**src/rtl/apb_master_if.sv**
```systemverilog
// apb_master_if: APB bus between the bridge and its four slaves
interface apb_master_if;
  logic [31:0] PADDR;
  logic [31:0] PWDATA;
  logic        PWRITE;
  logic        PENABLE;
  logic        PSEL0, PSEL1, PSEL2, PSEL3;
  logic [31:0] PRDATA0, PRDATA1, PRDATA2, PRDATA3;
  logic        PREADY0, PREADY1, PREADY2, PREADY3;
  modport master (
    output PADDR, PWDATA, PWRITE, PENABLE, PSEL0, PSEL1, PSEL2, PSEL3,
    input  PRDATA0, PRDATA1, PRDATA2, PRDATA3, PREADY0, PREADY1, PREADY2, PREADY3
  );
  modport slave (
    input  PADDR, PWDATA, PWRITE, PENABLE, PSEL0, PSEL1, PSEL2, PSEL3,
    output PRDATA0, PRDATA1, PRDATA2, PRDATA3, PREADY0, PREADY1, PREADY2, PREADY3
  );
endinterface

```
**src/rtl/apb_master.sv**
```systemverilog
// apb_master: CPU load/store to APB bridge with 4-slave decode, timeout and unmapped-address errors
module apb_master #(
  parameter int TIMEOUT = 16
) (
  input  logic        PCLK,
  input  logic        PRESETn,
  input  logic        transfer,
  input  logic        write,
  input  logic [31:0] addr,
  input  logic [31:0] wdata,
  output logic [31:0] rdata,
  output logic        ready,
  output logic        err,
  apb_master_if.master bus
);
  localparam int CW = $clog2(TIMEOUT);
  typedef enum logic [1:0] {IDLE, SETUP, ACCESS} state_t;
  state_t state, state_nx;
  logic [1:0] sel;
  logic unmapped;
  logic [CW-1:0] cnt;
  logic sel_rdy, last, active;
  logic [31:0] sel_data;
  assign sel_rdy  = sel == 2'd0 ? bus.PREADY0 : sel == 2'd1 ? bus.PREADY1 : sel == 2'd2 ? bus.PREADY2 : bus.PREADY3;
  assign sel_data = sel == 2'd0 ? bus.PRDATA0 : sel == 2'd1 ? bus.PRDATA1 : sel == 2'd2 ? bus.PRDATA2 : bus.PRDATA3;
  assign last     = cnt == CW'(TIMEOUT - 1);
  assign active   = state != IDLE && !unmapped;
  always_ff @(posedge PCLK or negedge PRESETn) begin
    if (!PRESETn) state <= IDLE;
    else state <= state_nx;
  end
  // request capture in IDLE; the wait counter only advances while ACCESS is unresolved
  always_ff @(posedge PCLK or negedge PRESETn) begin
    if (!PRESETn) begin
      bus.PADDR  <= '0;
      bus.PWDATA <= '0;
      bus.PWRITE <= 1'b0;
      sel        <= 2'd0;
      unmapped   <= 1'b0;
      cnt        <= '0;
    end else if (state == IDLE && transfer) begin
      bus.PADDR  <= addr;
      bus.PWDATA <= wdata;
      bus.PWRITE <= write;
      sel        <= addr[13:12];
      unmapped   <= addr[31:16] != 16'h1000 || addr[15:14] != 2'b00;
      cnt        <= '0;
    end else if (state == ACCESS && !ready) begin
      cnt <= cnt + 1'b1;
    end
  end
  always_comb begin
    state_nx = state == IDLE ? (transfer ? SETUP : IDLE) : state == SETUP ? ACCESS : ready ? IDLE : ACCESS;
  end
  always_comb begin
    bus.PENABLE = state == ACCESS;
    bus.PSEL0   = active && sel == 2'd0;
    bus.PSEL1   = active && sel == 2'd1;
    bus.PSEL2   = active && sel == 2'd2;
    bus.PSEL3   = active && sel == 2'd3;
    ready       = state == ACCESS && (unmapped || sel_rdy || last);
    err         = ready && (unmapped || !sel_rdy);
    rdata       = (!ready || unmapped) ? 32'h0 : sel_rdy ? (bus.PWRITE ? 32'h0 : sel_data) : 32'hDEAD_BEEF;
  end
endmodule
```
**src/flat_wrapper.sv**
```systemverilog
// flat-port wrapper written by rule: the top's interface ports become plain ports
module apb_master_flat 
#(
  parameter int TIMEOUT = 16
)
  (PCLK, PRESETn, transfer, write, addr, wdata, rdata, ready, err, bus_PADDR, bus_PWDATA, bus_PWRITE, bus_PENABLE, bus_PSEL0, bus_PSEL1, bus_PSEL2, bus_PSEL3, bus_PRDATA0, bus_PRDATA1, bus_PRDATA2, bus_PRDATA3, bus_PREADY0, bus_PREADY1, bus_PREADY2, bus_PREADY3);
  apb_master_if bus_i ();
  input  logic PCLK;
  input  logic PRESETn;
  input  logic transfer;
  input  logic write;
  input  logic [31:0] addr;
  input  logic [31:0] wdata;
  output logic [31:0] rdata;
  output logic ready;
  output logic err;
  output wire logic [$bits(bus_i.PADDR)-1:0] bus_PADDR;
  output wire logic [$bits(bus_i.PWDATA)-1:0] bus_PWDATA;
  output wire logic [$bits(bus_i.PWRITE)-1:0] bus_PWRITE;
  output wire logic [$bits(bus_i.PENABLE)-1:0] bus_PENABLE;
  output wire logic [$bits(bus_i.PSEL0)-1:0] bus_PSEL0;
  output wire logic [$bits(bus_i.PSEL1)-1:0] bus_PSEL1;
  output wire logic [$bits(bus_i.PSEL2)-1:0] bus_PSEL2;
  output wire logic [$bits(bus_i.PSEL3)-1:0] bus_PSEL3;
  input wire logic [$bits(bus_i.PRDATA0)-1:0] bus_PRDATA0;
  input wire logic [$bits(bus_i.PRDATA1)-1:0] bus_PRDATA1;
  input wire logic [$bits(bus_i.PRDATA2)-1:0] bus_PRDATA2;
  input wire logic [$bits(bus_i.PRDATA3)-1:0] bus_PRDATA3;
  input wire logic [$bits(bus_i.PREADY0)-1:0] bus_PREADY0;
  input wire logic [$bits(bus_i.PREADY1)-1:0] bus_PREADY1;
  input wire logic [$bits(bus_i.PREADY2)-1:0] bus_PREADY2;
  input wire logic [$bits(bus_i.PREADY3)-1:0] bus_PREADY3;
  assign bus_PADDR = bus_i.PADDR;
  assign bus_PWDATA = bus_i.PWDATA;
  assign bus_PWRITE = bus_i.PWRITE;
  assign bus_PENABLE = bus_i.PENABLE;
  assign bus_PSEL0 = bus_i.PSEL0;
  assign bus_PSEL1 = bus_i.PSEL1;
  assign bus_PSEL2 = bus_i.PSEL2;
  assign bus_PSEL3 = bus_i.PSEL3;
  assign bus_i.PRDATA0 = bus_PRDATA0;
  assign bus_i.PRDATA1 = bus_PRDATA1;
  assign bus_i.PRDATA2 = bus_PRDATA2;
  assign bus_i.PRDATA3 = bus_PRDATA3;
  assign bus_i.PREADY0 = bus_PREADY0;
  assign bus_i.PREADY1 = bus_PREADY1;
  assign bus_i.PREADY2 = bus_PREADY2;
  assign bus_i.PREADY3 = bus_PREADY3;
  apb_master #(.TIMEOUT(TIMEOUT)) u_core (.PCLK(PCLK), .PRESETn(PRESETn), .transfer(transfer), .write(write), .addr(addr), .wdata(wdata), .rdata(rdata), .ready(ready), .err(err), .bus(bus_i));
endmodule
```
**config.mk**
```make
export PLATFORM = sky130hd
export DESIGN_NAME = apb_master_flat
export DESIGN_NICKNAME = d
export VERILOG_FILES = /design/src/rtl/apb_master_if.sv /design/src/rtl/apb_master.sv /design/src/flat_wrapper.sv
export SDC_FILE = /design/constraint.sdc
export NUM_CORES = 1
export LEC_CHECK = 0
export BUFFER_PORTS_ARGS = -buffer_cell sky130_fd_sc_hd__buf_2
export CAP_MARGIN = 20
export CORE_MARGIN = 8
export CORE_UTILIZATION = 23
export DETAILED_ROUTE_END_ITERATION = 16
export GPL_ROUTABILITY_DRIVEN = 1
export HOLD_SLACK_MARGIN = 0.1
export PLACE_DENSITY = 0.5
export SLEW_MARGIN = 20
export SYNTH_ARGS = -nofsm -noshare
export SYNTH_HDL_FRONTEND = slang
export SYNTH_SLANG_ARGS = --single-unit
```
**constraint.sdc**
```tcl
create_clock -name PCLK -period 4.7 [get_ports PCLK]
set_input_delay 0.94 -clock PCLK [delete_from_list [all_inputs] [get_ports PCLK]]
set_output_delay 0.94 -clock PCLK [all_outputs]
set_load 0.05 [all_outputs]
```
==> flow_summary.ini <==
[clock_network]
clk_latency_ns = 0.33
post_cts_resized = 0
post_cts_buffers = 0
cts.path.max_buffers = 2
clkTransAtPathRegs_ns = 0.06
cts_made_buffers = 9
htreeDepth = 3
hold_buffers = 0
cts.sinks = 72
cts_tree = built
cts_root_buf = clkbuf_16

[route]
route.detailed.drc = 0
firstDrtPassIters = 4
drt-initial-drc-count = 210
viasPerCell = 4.54
wirelength_mm = 18.0
final_antenna_net_count = 0
wire_per_inst_um = 18.9
vias = 4337

[timing]
min_period_ns = 3.69
finalHoldViolCount = 0
fin_skew_ns = 0.00567
rsz0062_at_grt = false
slew_headroom = 0.363
finalSetupViolCount = 0
slew_viol_final = 0
tns_ns = 0
worst_pin_slew_ns = 0.956
fin_crit_sh = 0.786
fmaxAchievable_mhz = 271
whs_ns = 0.466

[layout]
layout_commonest_cell = buf_2
fillCellCount = 1841
layout-drive-gt1-share = 0.499
area_growth_pct = 48.9
mostFrequentLayoutCells = buf_2 (302), nand2_1 (199), dfrtp_1 (71)
final_nets = 922

[worst_hold_path]
hp-class = reg2reg
worstHoldStart = u_core.bus.PWDATA[30]

[setup_path]
cp_top_family = simple AND/OR/NAND/NOR gates
cp-end-kind = output port
startpoint = bus_PREADY3
critPathLaunchType = primary input
reg2reg_from = u_core.state[1]
cp_cell_sequence = buf_2, mux4_2, nand2b_1, a21oi_1, buf_2
critPathBufInv = 2
max_stage_delay_ns = 0.61
slowest_stage = nand2b_1
cp_max_fo = 24
critical_path_arrival_ns = 2.75
critical_path_class = in2out
worstPathRequired_ns = 3.76
path_common_cell = buf_2

[synth]
yosysUniqueCellTypes = 33
synth_area_mm2 = 0.00408
synthSimpleGateAreaFrac = 0.281
syn_nets = 638
synthXorXnorAreaFrac = 0
synth_fa_ha_area_frac = 0.00307
synth.avg_cell_area_um2 = 9.33
muxShareOfSynthArea = 0.185
yosysSeqAreaShare = 0.442
ys_warn_count = 0
ys_ff_latch = 72
synth_top_family_by_area = simple AND/OR/NAND/NOR gates
yosysTopAreaCellShare = 0.442
synth_compound_area_frac = 0.0491
synth.area.top_cells = dfrtp_1 (44%), nand2_1 (18%), mux4_2 (18%)
synth_top_area_cell = dfrtp_1
syn_inst = 437

[run_status]
run_status = complete, no violations

[place]
numPortBuffers = 303
finalWeightedCongestion = 0.874
hpwl_mm = 14.3

[grt]
grt_pass1_wl_mm = 26.7
grt_util_all_layers = 0.156
grt_overflow = 0
grt_max_degree = 73
grt_pass1_vias = 4588
antenna_found_initial = 8

[floorplanning]
die_area_mm2 = 0.0223
rows = 48
ios = 304
start_util = 0.236
die_h_um = 149
die_width_um = 149
coreArea_mm2 = 0.0173

[power_and_ir_drop]
leakage_nw = 3.30
power.density_mw_per_mm2 = 447
vdd_drop_max_mv = 0.226

[flow_run]
maxCapViolCount = 0
## worst min-delay path, stage by stage (launching register included)
cell and delay, ns:
dfrtp_1 0.33, nand2_1 0.05, nand2_1 0.05
## logic make-up after synthesis
group	after synthesis
flip-flops	72
adder cells (fa/ha/maj)	1
multiplexers	34
buffers and inverters	39
AO/OA/AOI/OAI	34
AND/OR/NAND/NOR	257
## final cells by class
cell class,instances,area [um2],share of cell area
diodes,4,10.0,0.00165
flip-flops and latches,72,1800,0.297
repair buffers,308,1560,0.256
clock buffers,10,229,0.0377
well taps,225,282,0.0463
multi-input cells,326,2110,0.348
clock inverters,6,67.6,0.0111
inverters,4,15.0,0.00247
## metal layers
layer  vias up  wire length (um)  part of all wire  global-route usage
met5         -                51            0.0028                   0
met4         8               475             0.026              0.0621
met3        33              2210              0.12              0.0719
met2       232              8670              0.48               0.263
met1      2010              6620              0.37               0.166
li1       2054                 -                 -                   -
## state kept, by name (all words and copies together), names as in the netlist
name               flops
u_core.bus.PWDATA     32
u_core.bus.PWRITE      1
u_core.sel             1
u_core.cnt             4
u_core.bus.PADDR      31
u_core.unmapped        1
u_core.state           2
## path summary, 6_finish.rpt
| check | endpoint | slack [ns] | cells after the start |
|---|---|---|---|
| setup / recovery | rdata[26] | 1.01 | 5 |
| hold / removal | u_core.bus.PWDATA[30] | 0.47 | 2 |
| setup reg to reg | u_core.bus.PWRITE | 2.52 | 5 |
| hold reg to reg | u_core.bus.PWDATA[30] | 0.47 | 2 |
| max in group asynchronous | u_core.sel[0] | 3.29 | 1 |
| min in group asynchronous | u_core.bus.PWDATA[14] | 0.76 | 1 |
## power by group
group	total, W	internal, W	switching, W
clock	0.000688	0.000414	0.000274
combinational	0.00120	0.000369	0.000834
sequential	0.000827	0.000747	0.0000800
## Yosys cell counts
cell and count:
a31o_2 1, buf_2 9, nor3_1 2, nand4b_1 1
or4_1 3, o311ai_1 4, ha_1 1, mux4_2 33
and3_1 2, nand3b_1 24, nand2b_1 3, or3b_1 3
a21oi_1 24, buf_4 2, o21ai_1 1, a31oi_1 1
nor2b_1 9, nor4b_1 1, nand2_1 199, clkbuf_1 21
buf_1 3, or3_4 1, nor3b_1 1, o211ai_1 1
nor4_1 2, o21ba_2 1, inv_2 1, mux2i_1 1
inv_1 3, nand3_1 1, a21o_1 1, dfrtp_1 72
nor2_1 5
## per-stage QoR
step / worst slack (ns) / std cells / util / power, W / instance area (um2)
floorplan: 0.954 / 437 / - / 0.00170 / 4080
global placement: 1.07 / 935 / 0.333 / 0.00205 / 5770
detailed placement: 1.01 / 935 / 0.333 / 0.00205 / 5770
CTS: 1.00 / 951 / 0.351 / 0.00276 / 6060
global route: 0.868 / 955 / 0.351 / 0.00287 / 6070
finish: 1.01 / 955 / 0.351 / 0.00272 / 6070
No activity file was read; power rests on OpenSTA's default activity.
